==> config.mk <==
export PLATFORM = sky130hd
export DESIGN_NAME = alu
export DESIGN_NICKNAME = d
export VERILOG_FILES = /design/src/rtl/alu.sv
export SDC_FILE = /design/constraint.sdc
export NUM_CORES = 1
export LEC_CHECK = 0
export CAP_MARGIN = 10
export CORE_MARGIN = 2
export CORE_UTILIZATION = 40
export CTS_BUF_LIST = sky130_fd_sc_hd__clkbuf_2 sky130_fd_sc_hd__clkbuf_4 sky130_fd_sc_hd__clkbuf_8
export DETAILED_ROUTE_END_ITERATION = 10
export GPL_TIMING_DRIVEN = 0
export PLACE_DENSITY_LB_ADDON = 0.08
export SYNTH_ARGS = -nofsm -noshare
export SYNTH_HDL_FRONTEND = slang
export SYNTH_SLANG_ARGS = --single-unit
==> constraint.sdc <==
create_clock -name clk -period 2.5 [get_ports clk]
set_clock_uncertainty 0.1 [all_clocks]
set_input_delay 0.75 -clock clk [delete_from_list [all_inputs] [get_ports clk]]
set_output_delay 0.75 -clock clk [all_outputs]
set_load 0.02 [all_outputs]
==> src/rtl/alu.sv <==
//------------------------------------------------------------------------------
// Module   : alu
// Purpose  : Registered two-operand ALU (ADD/SUB/AND/OR) with carry, zero,
//            negative and signed-overflow flags, one cycle of latency.
// Revision : 1.0 - initial release
//------------------------------------------------------------------------------
`default_nettype none

module alu #(
    parameter int WIDTH = 16
) (
    input  logic             clk,
    input  logic             rst,
    input  logic [WIDTH-1:0] A,
    input  logic [WIDTH-1:0] B,
    input  logic [1:0]       ALU_Sel,
    output logic [WIDTH-1:0] ALU_Out,
    output logic             Carry,
    output logic             Zero,
    output logic             Neg,
    output logic             Ovf
);

    localparam logic [1:0] c_OP_ADD = 2'b00;
    localparam logic [1:0] c_OP_SUB = 2'b01;
    localparam logic [1:0] c_OP_AND = 2'b10;
    localparam logic [1:0] c_OP_OR  = 2'b11;
    localparam int         c_MSB    = WIDTH - 1;

    // One extra bit on each side so bit WIDTH holds carry-out / borrow.
    logic [WIDTH:0] w_sum;
    logic [WIDTH:0] w_diff;

    assign w_sum  = {1'b0, A} + {1'b0, B};
    assign w_diff = {1'b0, A} - {1'b0, B};

    logic [WIDTH-1:0] res_d,   res_q;
    logic             carry_d, carry_q;
    logic             zero_d,  zero_q;
    logic             neg_d,   neg_q;
    logic             ovf_d,   ovf_q;

    always_comb begin
        res_d   = w_sum[WIDTH-1:0];
        carry_d = w_sum[WIDTH];
        ovf_d   = (A[c_MSB] == B[c_MSB]) && (w_sum[c_MSB] != A[c_MSB]);
        case (ALU_Sel)
            c_OP_ADD: begin
                res_d   = w_sum[WIDTH-1:0];
                carry_d = w_sum[WIDTH];
                ovf_d   = (A[c_MSB] == B[c_MSB]) && (w_sum[c_MSB] != A[c_MSB]);
            end
            c_OP_SUB: begin
                res_d   = w_diff[WIDTH-1:0];
                carry_d = w_diff[WIDTH];
                ovf_d   = (A[c_MSB] != B[c_MSB]) && (w_diff[c_MSB] != A[c_MSB]);
            end
            c_OP_AND: begin
                res_d   = A & B;
                carry_d = 1'b0;
                ovf_d   = 1'b0;
            end
            c_OP_OR: begin
                res_d   = A | B;
                carry_d = 1'b0;
                ovf_d   = 1'b0;
            end
            // Unresolved selects fall back to the ADD datapath set above.
            default: begin
                res_d   = w_sum[WIDTH-1:0];
                carry_d = w_sum[WIDTH];
                ovf_d   = (A[c_MSB] == B[c_MSB]) && (w_sum[c_MSB] != A[c_MSB]);
            end
        endcase
        zero_d = (res_d == '0);
        neg_d  = res_d[c_MSB];
    end

    // Reset state reports a zero result, so Zero is the only flag set.
    always_ff @(posedge clk or posedge rst) begin
        if (rst) begin
            res_q   <= '0;
            carry_q <= 1'b0;
            zero_q  <= 1'b1;
            neg_q   <= 1'b0;
            ovf_q   <= 1'b0;
        end else begin
            res_q   <= res_d;
            carry_q <= carry_d;
            zero_q  <= zero_d;
            neg_q   <= neg_d;
            ovf_q   <= ovf_d;
        end
    end

    assign ALU_Out = res_q;
    assign Carry   = carry_q;
    assign Zero    = zero_q;
    assign Neg     = neg_q;
    assign Ovf     = ovf_q;

endmodule

`default_nettype wire

==> results.py, run 1 <==
metrics = {
    "clock_network": {
        "root_buffer": "clkbuf_8",
        "clkTransAtPathRegs_ns": 0.07,
        "cts_tree": "done",
        "clkSinkCount": 19,
        "cts_buffer_depth": 2,
        "cts_buffers": 3,
        "ctsHtreeMaxLevel": 1,
        "ctsHoldBuffers": 0,
    },
    "logic_synthesis": {
        "synth_enable_flop_cells": 0,
        "ys_seq_area_share_pct": 17.1,
        "synth_cells": 368,
        "ys_async_sr_fraction_pct": 100,
        "netlist_top_cells_area": "ha_1 22%, dfrtp_1 16%, inv_1 7.3%, a21oi_1 5.8%, nor2_1 4.2%",
        "synth_top_cell_by_area": "ha_1",
        "netlist_area_sq_um": 2790,
        "syn-num-nets": 454,
        "yosysTopAreaCellShare_pct": 21.6,
        "yosys.cell_types.count": 62,
        "synth_flop_cell": "dfrtp_1",
        "yosys_warnings": 0,
        "syn_avg_cell_area_sq_um": 7.57,
        "synth_seq_cells": 19,
    },
    "route": {
        "num_vias": 3188,
        "wire_per_inst_um": 16.0,
        "wirelength_mm": 8.98,
        "drt-initial-drc-count": 171,
        "drcViolationCount": 0,
        "post_drt_via_cell_ratio": 5.68,
        "dr.pass1.iters": 5,
        "antenna_left": 0,
    },
    "critical_path": {
        "cp_top_family": "simple AND/OR/NAND/NOR gates",
        "worst_ep_required_time_ns": 2.56,
        "path_buf_inv": 3,
        "path_class": "in2reg",
        "end_kind": "register",
        "max_stage_delay_ns": 0.50,
        "worstSetupStartpointType": "input port",
        "worstPathArrival_ns": 3.63,
        "path_max_fanout": 2,
        "path_cells": "buf_12 > ha_4 > inv_2 > fa_1 > inv_1 > mux4_2 > or3_1 > or4_1 > or4_4 > nor4_2 > nor4bb_2",
        "cp_slowest_cell": "or4_1",
    },
    "die": {
        "start_util_pct": 41.2,
        "die_h_um": 87.4,
        "dieArea_sq_um": 7650,
        "rows": 30,
        "coreArea_sq_um": 6760,
        "fp.dieW_um": 87.4,
        "io_pins": 56,
    },
    "grt": {
        "grt_first_pass_wirelength_mm": 13.8,
        "grt_overflow": 0,
        "grt_use_total_pct": 22.3,
        "antenna_found_initial": 0,
        "grt_max_degree": 20,
        "grt_pass1_vias": 2943,
    },
    "cells_and_area": {
        "drive_gt1_share_pct": 44.3,
        "final_cell_mix": "49 x buf_4, 28 x clkdlybuf4s50_1, 26 x inv_1",
        "antennaDiodeCount": 0,
        "area_delta_synth_final_pct": 68.2,
        "nets": 568,
        "layout_commonest_cell": "buf_4",
    },
    "timing": {
        "finalCritPeriodShare_pct": 143,
        "timing.fmax_ghz": 0.280,
        "worst_slew_pin_slew_ns": 0.663,
        "finalSetupViolCount": 11,
        "min_period_ns": 3.57,
        "rsz0062_at_grt": "true",
        "finalHoldViolations": 0,
        "fin_ws_ns": -1.07,
        "timing.setup.tns_ns": -4.51,
        "timing.hold.ws_ns": 0.798,
        "slew_headroom_pct": 55.7,
        "slew_viol_final": 0,
    },
    "run_status": {
        "failed_checks": "setup timing",
        "status": "finished with violations",
    },
    "power_and_ir_drop": {
        "p_leak_nw": 2.03,
        "peakVddDrop_uv": 208,
        "cellPowerDensity_nw_per_um2": 357,
        "finalPower_mw": 1.67,
    },
    "min_path": {
        "hp-class": "in2async",
    },
    "place": {
        "gp_congestion": 0.915,
        "io_buffers": 55,
        "dp_hpwl_mm": 6.20,
    },
    "flow_run": {
        "maxCapViolCount": 0,
    },
}
[routing by layer]
metal	GRT usage, %	part of all wire [%]	vias up	wire length (um)
met1	29.7	44	1528	3920
met4	6.99	1.7	0	153
met3	1.80	5.8	15	520
met5	0	0	-	0
met2	38.2	49	135	4390
li1	-	-	1510	-
[final cells by class]
type	instances	area [sq um]
multi-input combinational	277	2700
fill	521	2070
timing repair buffer	111	982
sequential	19	477
inverter	57	275
buffer	13	103
tap	80	100
clock buffer	3	41.3
clock inverter	1	7.51
[kinds of logic after synthesis]
group                    share of synthesized area [%]
buffers and inverters                             10.0
XOR/XNOR                                          3.14
adder cells (fa/ha/maj)                           23.0
flip-flops                                        17.1
multiplexers                                      2.65
AND/OR/NAND/NOR                                   18.0
AO/OA/AOI/OAI                                     26.1
[metrics by stage]
stage	setup WS [ns]	instances	utilization (%)	cell area [sq um]
6_report	-1.07	561	69.4	4690
3_3_place_gp	-2.08	503	54.1	3650
5_1_grt	-1.16	561	69.4	4690
2_1_floorplan	-1.05	368	-	3000
3_5_place_dp	-2.06	503	54.1	3650
4_1_cts	-1.16	548	65.3	4410
[state kept, by name (all words and copies together), names as in the netlist]
name     cells
Neg          1
Carry        1
Ovf          1
ALU_Out     15
Zero         1
[power breakdown]
group / leakage [nW] / internal [mW] / switching (mW)
sequential: 0.223 / 0.349 / 0.0120
clock: 0.0217 / 0.112 / 0.0949
combinational: 1.78 / 0.539 / 0.566
[synth_stat cells, types with 3 or more instances]
cell type	n
inv_1	54
ha_1	48
a221oi_1	4
xnor2_1	9
nand2_1	26
clkbuf_1	8
inv_2	3
o22ai_1	3
nor2b_1	4
o21ai_0	17
buf_2	4
a31oi_1	5
a21oi_1	32
nand3_1	5
o211ai_1	10
dfrtp_1	18
or4_1	3
nor2_1	31
a21o_1	5
or3_1	7
o31ai_1	6
nor3_1	9
mux2i_1	4
[what timing repair did]
| item | 4_1_cts | 5_1_grt |
|---|---|---|
| pin swaps | 53 | 33 |
| gates resized for setup | 201 | 66 |
| endpoints found under the setup margin | 18 | 15 |
| buffers inserted | 41 | 17 |
[how the worst max path moves through the flow]
stage,endpoint,startpoint,cells past startpoint,slack [ns]
detailed placement,Zero,A[0],11,-2.06
CTS,Zero,A[0],11,-1.16
finish,Zero,A[0],11,-1.07
global placement,Zero,A[0],11,-2.08
floorplan,Zero,A[0],10,-1.05
global route,Zero,A[0],11,-1.16
Note: power is estimated with default switching activity, not from simulation.
==> run 2, diff against run 1 <==
--- a/config.mk
+++ b/config.mk
@@ -5,9 +5,10 @@
 export SDC_FILE = /design/constraint.sdc
 export NUM_CORES = 1
 export LEC_CHECK = 0
-export CAP_MARGIN = 10
+export CELL_PAD_IN_SITES_DETAIL_PLACEMENT = 1
+export CELL_PAD_IN_SITES_GLOBAL_PLACEMENT = 1
 export CORE_MARGIN = 2
-export CORE_UTILIZATION = 40
+export CORE_UTILIZATION = 42
 export CTS_BUF_LIST = sky130_fd_sc_hd__clkbuf_2 sky130_fd_sc_hd__clkbuf_4 sky130_fd_sc_hd__clkbuf_8
 export DETAILED_ROUTE_END_ITERATION = 10
 export GPL_TIMING_DRIVEN = 0
==> results.py, run 2 <==
metrics = {
    "clock_network": {
        "clkSinkCount": 19,
        "root_buffer": "clkbuf_8",
        "cts_buffer_depth": 2,
        "cts_buffers": 3,
        "ctsHtreeMaxLevel": 1,
    },
    "logic_synthesis": {
        "syn_avg_cell_area_sq_um": 7.57,
        "netlist_top_cells_area": "ha_1 22%, dfrtp_1 16%, inv_1 7.3%, a21oi_1 5.8%, nor2_1 4.2%",
        "synth_cells": 368,
        "synth_top_cell_by_area": "ha_1",
        "synth_seq_cells": 19,
        "synth_enable_flop_cells": 0,
        "ys_seq_area_share_pct": 17.1,
        "yosysTopAreaCellShare_pct": 21.6,
        "netlist_area_sq_um": 2790,
        "synth_flop_cell": "dfrtp_1",
        "synth.most_common_cell": "inv_1",
        "syn-num-nets": 454,
        "synth_common_cells": "54 x inv_1, 48 x ha_1, 32 x a21oi_1",
        "ys_async_sr_fraction_pct": 100,
        "yosys_warnings": 0,
        "yosys.cell_types.count": 62,
    },
    "die": {
        "start_util_pct": 43.6,
        "io_pins": 56,
        "rows": 29,
        "fp.dieW_um": 85.4,
        "die_h_um": 85.4,
    },
    "place": {
        "gp_congestion": 0.906,
        "io_buffers": 55,
        "dp_hpwl_mm": 7.12,
    },
    "run_status": {
        "stop_stage": "global routing",
        "error_line": "[ERROR DPL-0033] detailed placement checks failed during check placement.",
        "status": "stopped before the end",
    },
    "timing": {
        "worstEndpointType": "register data pin",
        "grt-worst-endpoint": "Zero$_DFF_PP1_/D",
    },
    "grt": {
        "grt_max_degree": 20,
        "antenna_found_initial": 1,
    },
}
-- run 2: cell counts after synthesis --
Identical to the previous run, type by type.
-- run 2: per-stage QoR --
stage	hold WS [ns]	area, sq um	setup TNS (ns)	instances	setup slack (ns)
global placement	1.07	3650	-16.85	500	-2.03
CTS	0.814	4420	-4.19	552	-1.23
floorplan	0.600	3000	-1.92	368	-1.05
detailed placement	1.08	3650	-17.10	500	-2.03
-- run 2: kinds of logic after synthesis --
| family | after synthesis | share of synthesized area [%] |
|---|---|---|
| buffers and inverters | 72 | 10.0 |
| XOR/XNOR | 10 | 3.14 |
| AO/OA/AOI/OAI | 109 | 26.1 |
| flip-flops | 19 | 17.1 |
| multiplexers | 6 | 2.65 |
| AND/OR/NAND/NOR | 102 | 18.0 |
| adder cells (fa/ha/maj) | 50 | 23.0 |
-- run 2: what timing repair did --
item / in CTS
hold buffers: 0
gates resized for setup: 188
setup endpoints to repair: 18
buffers inserted: 50
pin swaps: 24
cloned: 0
==> run 3, diff against run 2 <==
==> config.mk (replaced) <==
export PLATFORM = sky130hd
export DESIGN_NAME = alu
export DESIGN_NICKNAME = d
export VERILOG_FILES = /design/src/rtl/alu.sv
export SDC_FILE = /design/constraint.sdc
export NUM_CORES = 1
export LEC_CHECK = 0
export CORE_MARGIN = 2
export CORE_UTILIZATION = 35
export DETAILED_ROUTE_END_ITERATION = 10
export GPL_TIMING_DRIVEN = 0
export PLACE_DENSITY_LB_ADDON = 0.15
export SYNTH_ARGS = -nofsm -noshare
export SYNTH_HDL_FRONTEND = slang
export SYNTH_SLANG_ARGS = --single-unit
==> results.py, run 3 (synthesized netlist as in run 1, its figures left out) <==
metrics = {
    "cells_and_area": {
        "seqCellArea_sq_um": 477,
        "drive_gt1_share_pct": 42.8,
        "layout_commonest_cell": "buf_4",
        "final_cell_mix": "51 x buf_4, 29 x inv_1, 28 x ha_1",
        "area_delta_synth_final_pct": 67.6,
        "fill_cells": 687,
        "multi_input_area_sq_um": 2700,
        "nets": 564,
        "antennaDiodeCount": 0,
        "largest_reg_flops": 15,
    },
    "place": {
        "post-place-ws_ns": -2.05,
        "io_buffers": 55,
        "dp_hpwl_mm": 6.36,
        "gp_congestion": 0.853,
    },
    "timing": {
        "worst_slew_pin_slew_ns": 0.662,
        "slew_viol_final": 0,
        "timing.fmax_ghz": 0.277,
        "fin_ws_ns": -1.10,
        "finalSetupViolCount": 10,
        "finalHoldViolations": 0,
        "min_period_ns": 3.60,
        "rsz0062_at_grt": "true",
        "slew_headroom_pct": 55.9,
        "finalCritPeriodShare_pct": 144,
    },
    "die": {
        "coreArea_sq_um": 7730,
        "die_h_um": 93.2,
        "start_util_pct": 36.0,
        "fp.dieW_um": 93.2,
        "rows": 32,
        "io_pins": 56,
        "dieArea_sq_um": 8690,
    },
    "route": {
        "post_drt_via_cell_ratio": 5.42,
        "num_vias": 3136,
        "dr.pass1.iters": 5,
        "antenna_left": 0,
        "drt-initial-drc-count": 196,
        "wirelength_mm": 9.03,
        "wire_per_inst_um": 15.6,
        "drcViolationCount": 0,
    },
    "grt": {
        "grt_use_total_pct": 19.2,
        "antenna_found_initial": 0,
        "grt_overflow": 0,
        "grt_max_degree": 20,
        "grt_first_pass_wirelength_mm": 13.7,
        "grt_pass1_vias": 2959,
    },
    "run_status": {
        "status": "finished with violations",
        "failed_checks": "setup timing",
    },
    "critical_path": {
        "path_class": "in2reg",
        "cp_common_cell": "or4_4",
        "max_stage_delay_ns": 0.51,
        "worstPathArrival_ns": 3.66,
        "path_max_fanout": 2,
        "end_kind": "register",
        "cp_slowest_cell": "or4_4",
        "worstSetupStartpointType": "input port",
        "worst_ep_required_time_ns": 2.56,
        "path_cells": "buf_12 > ha_4 > inv_2 > fa_1 > inv_1 > mux4_2 > or3_4 > or4_4 > or4_4 > nor4_2 > nor4bb_2",
    },
    "flow_run": {
        "maxCapViolCount": 0,
    },
    "min_path": {
        "hp-class": "in2async",
    },
    "power_and_ir_drop": {
        "finalPower_mw": 1.63,
        "p_leak_nw": 2.02,
        "cellPowerDensity_nw_per_um2": 350,
        "peakVddDrop_uv": 182,
    },
    "clock_network": {
        "root_buffer": "clkbuf_8",
        "cts_buffer_depth": 2,
        "cts_tree": "done",
        "cts_buffers": 3,
        "clkTransAtPathRegs_ns": 0.06,
        "clkSinkCount": 19,
        "ctsHtreeMaxLevel": 1,
    },
}
==> run 3: worst max-delay path: cells and delay by family <==
kind                       cells  cell delay, ns
muxes                          1            0.47
and+or+nand+nor                5            1.67
buffers and inverters          3            0.17
adders and majority gates      2            0.60
==> run 3: area by class of cell <==
| cell class | instances | area share, % |
|---|---|---|
| timing repair buffer | 108 | 20.5 |
| tap | 102 | 2.73 |
| inverter | 57 | 5.76 |
| buffer | 12 | 1.98 |
| sequential | 19 | 10.2 |
| multi-input combinational | 277 | 57.9 |
| clock buffer | 4 | 0.965 |
==> run 3: routing by layer <==
metal | global-route usage (%) | vias to the layer above | part of all wire [%]
met4 | 2.82 | 0 | 0.84
met1 | 25.7 | 1498 | 43
met2 | 34.4 | 126 | 51
met5 | 0 | - | 0
met3 | 1.69 | 11 | 5.0
li1 | - | 1501 | -
==> run 3: final timing paths <==
| kind | start | end |
|---|---|---|
| max | A[0] | Zero |
| min in group clk | B[0] | ALU_Out[0] |
| max in group asynchronous | rst | ALU_Out[13] |
| min | rst | ALU_Out[5] |
==> run 3: stage by stage <==
step / instances / hold slack (ns) / utilization, % / instance area (sq um) / TNS [ns]
2_1_floorplan: 368 / 0.600 / - / 3000 / -1.92
5_1_grt: 579 / 0.861 / 60.4 / 4670 / -4.57
3_5_place_dp: 525 / 1.08 / 47.7 / 3680 / -16.96
3_3_place_gp: 525 / 1.08 / 47.7 / 3680 / -16.75
6_report: 579 / 0.806 / 60.4 / 4670 / -3.87
4_1_cts: 567 / 0.820 / 57.0 / 4410 / -3.84
==> run 3: power by group <==
| group | switching [mW] | leakage (nW) | internal, mW |
|---|---|---|---|
| sequential | 0.0113 | 0.223 | 0.349 |
| combinational | 0.559 | 1.78 | 0.516 |
| clock | 0.0850 | 0.0228 | 0.113 |
| total | 0.655 | 2.02 | 0.977 |
==> run 3: repair_timing <==
| item | 4_1_cts | 5_1_grt |
|---|---|---|
| setup buffers | 39 | 18 |
| pin swaps | 47 | 38 |
| setup endpoints to repair | 18 | 14 |
| gates resized for setup | 203 | 59 |
| hold buffers | 0 | 0 |
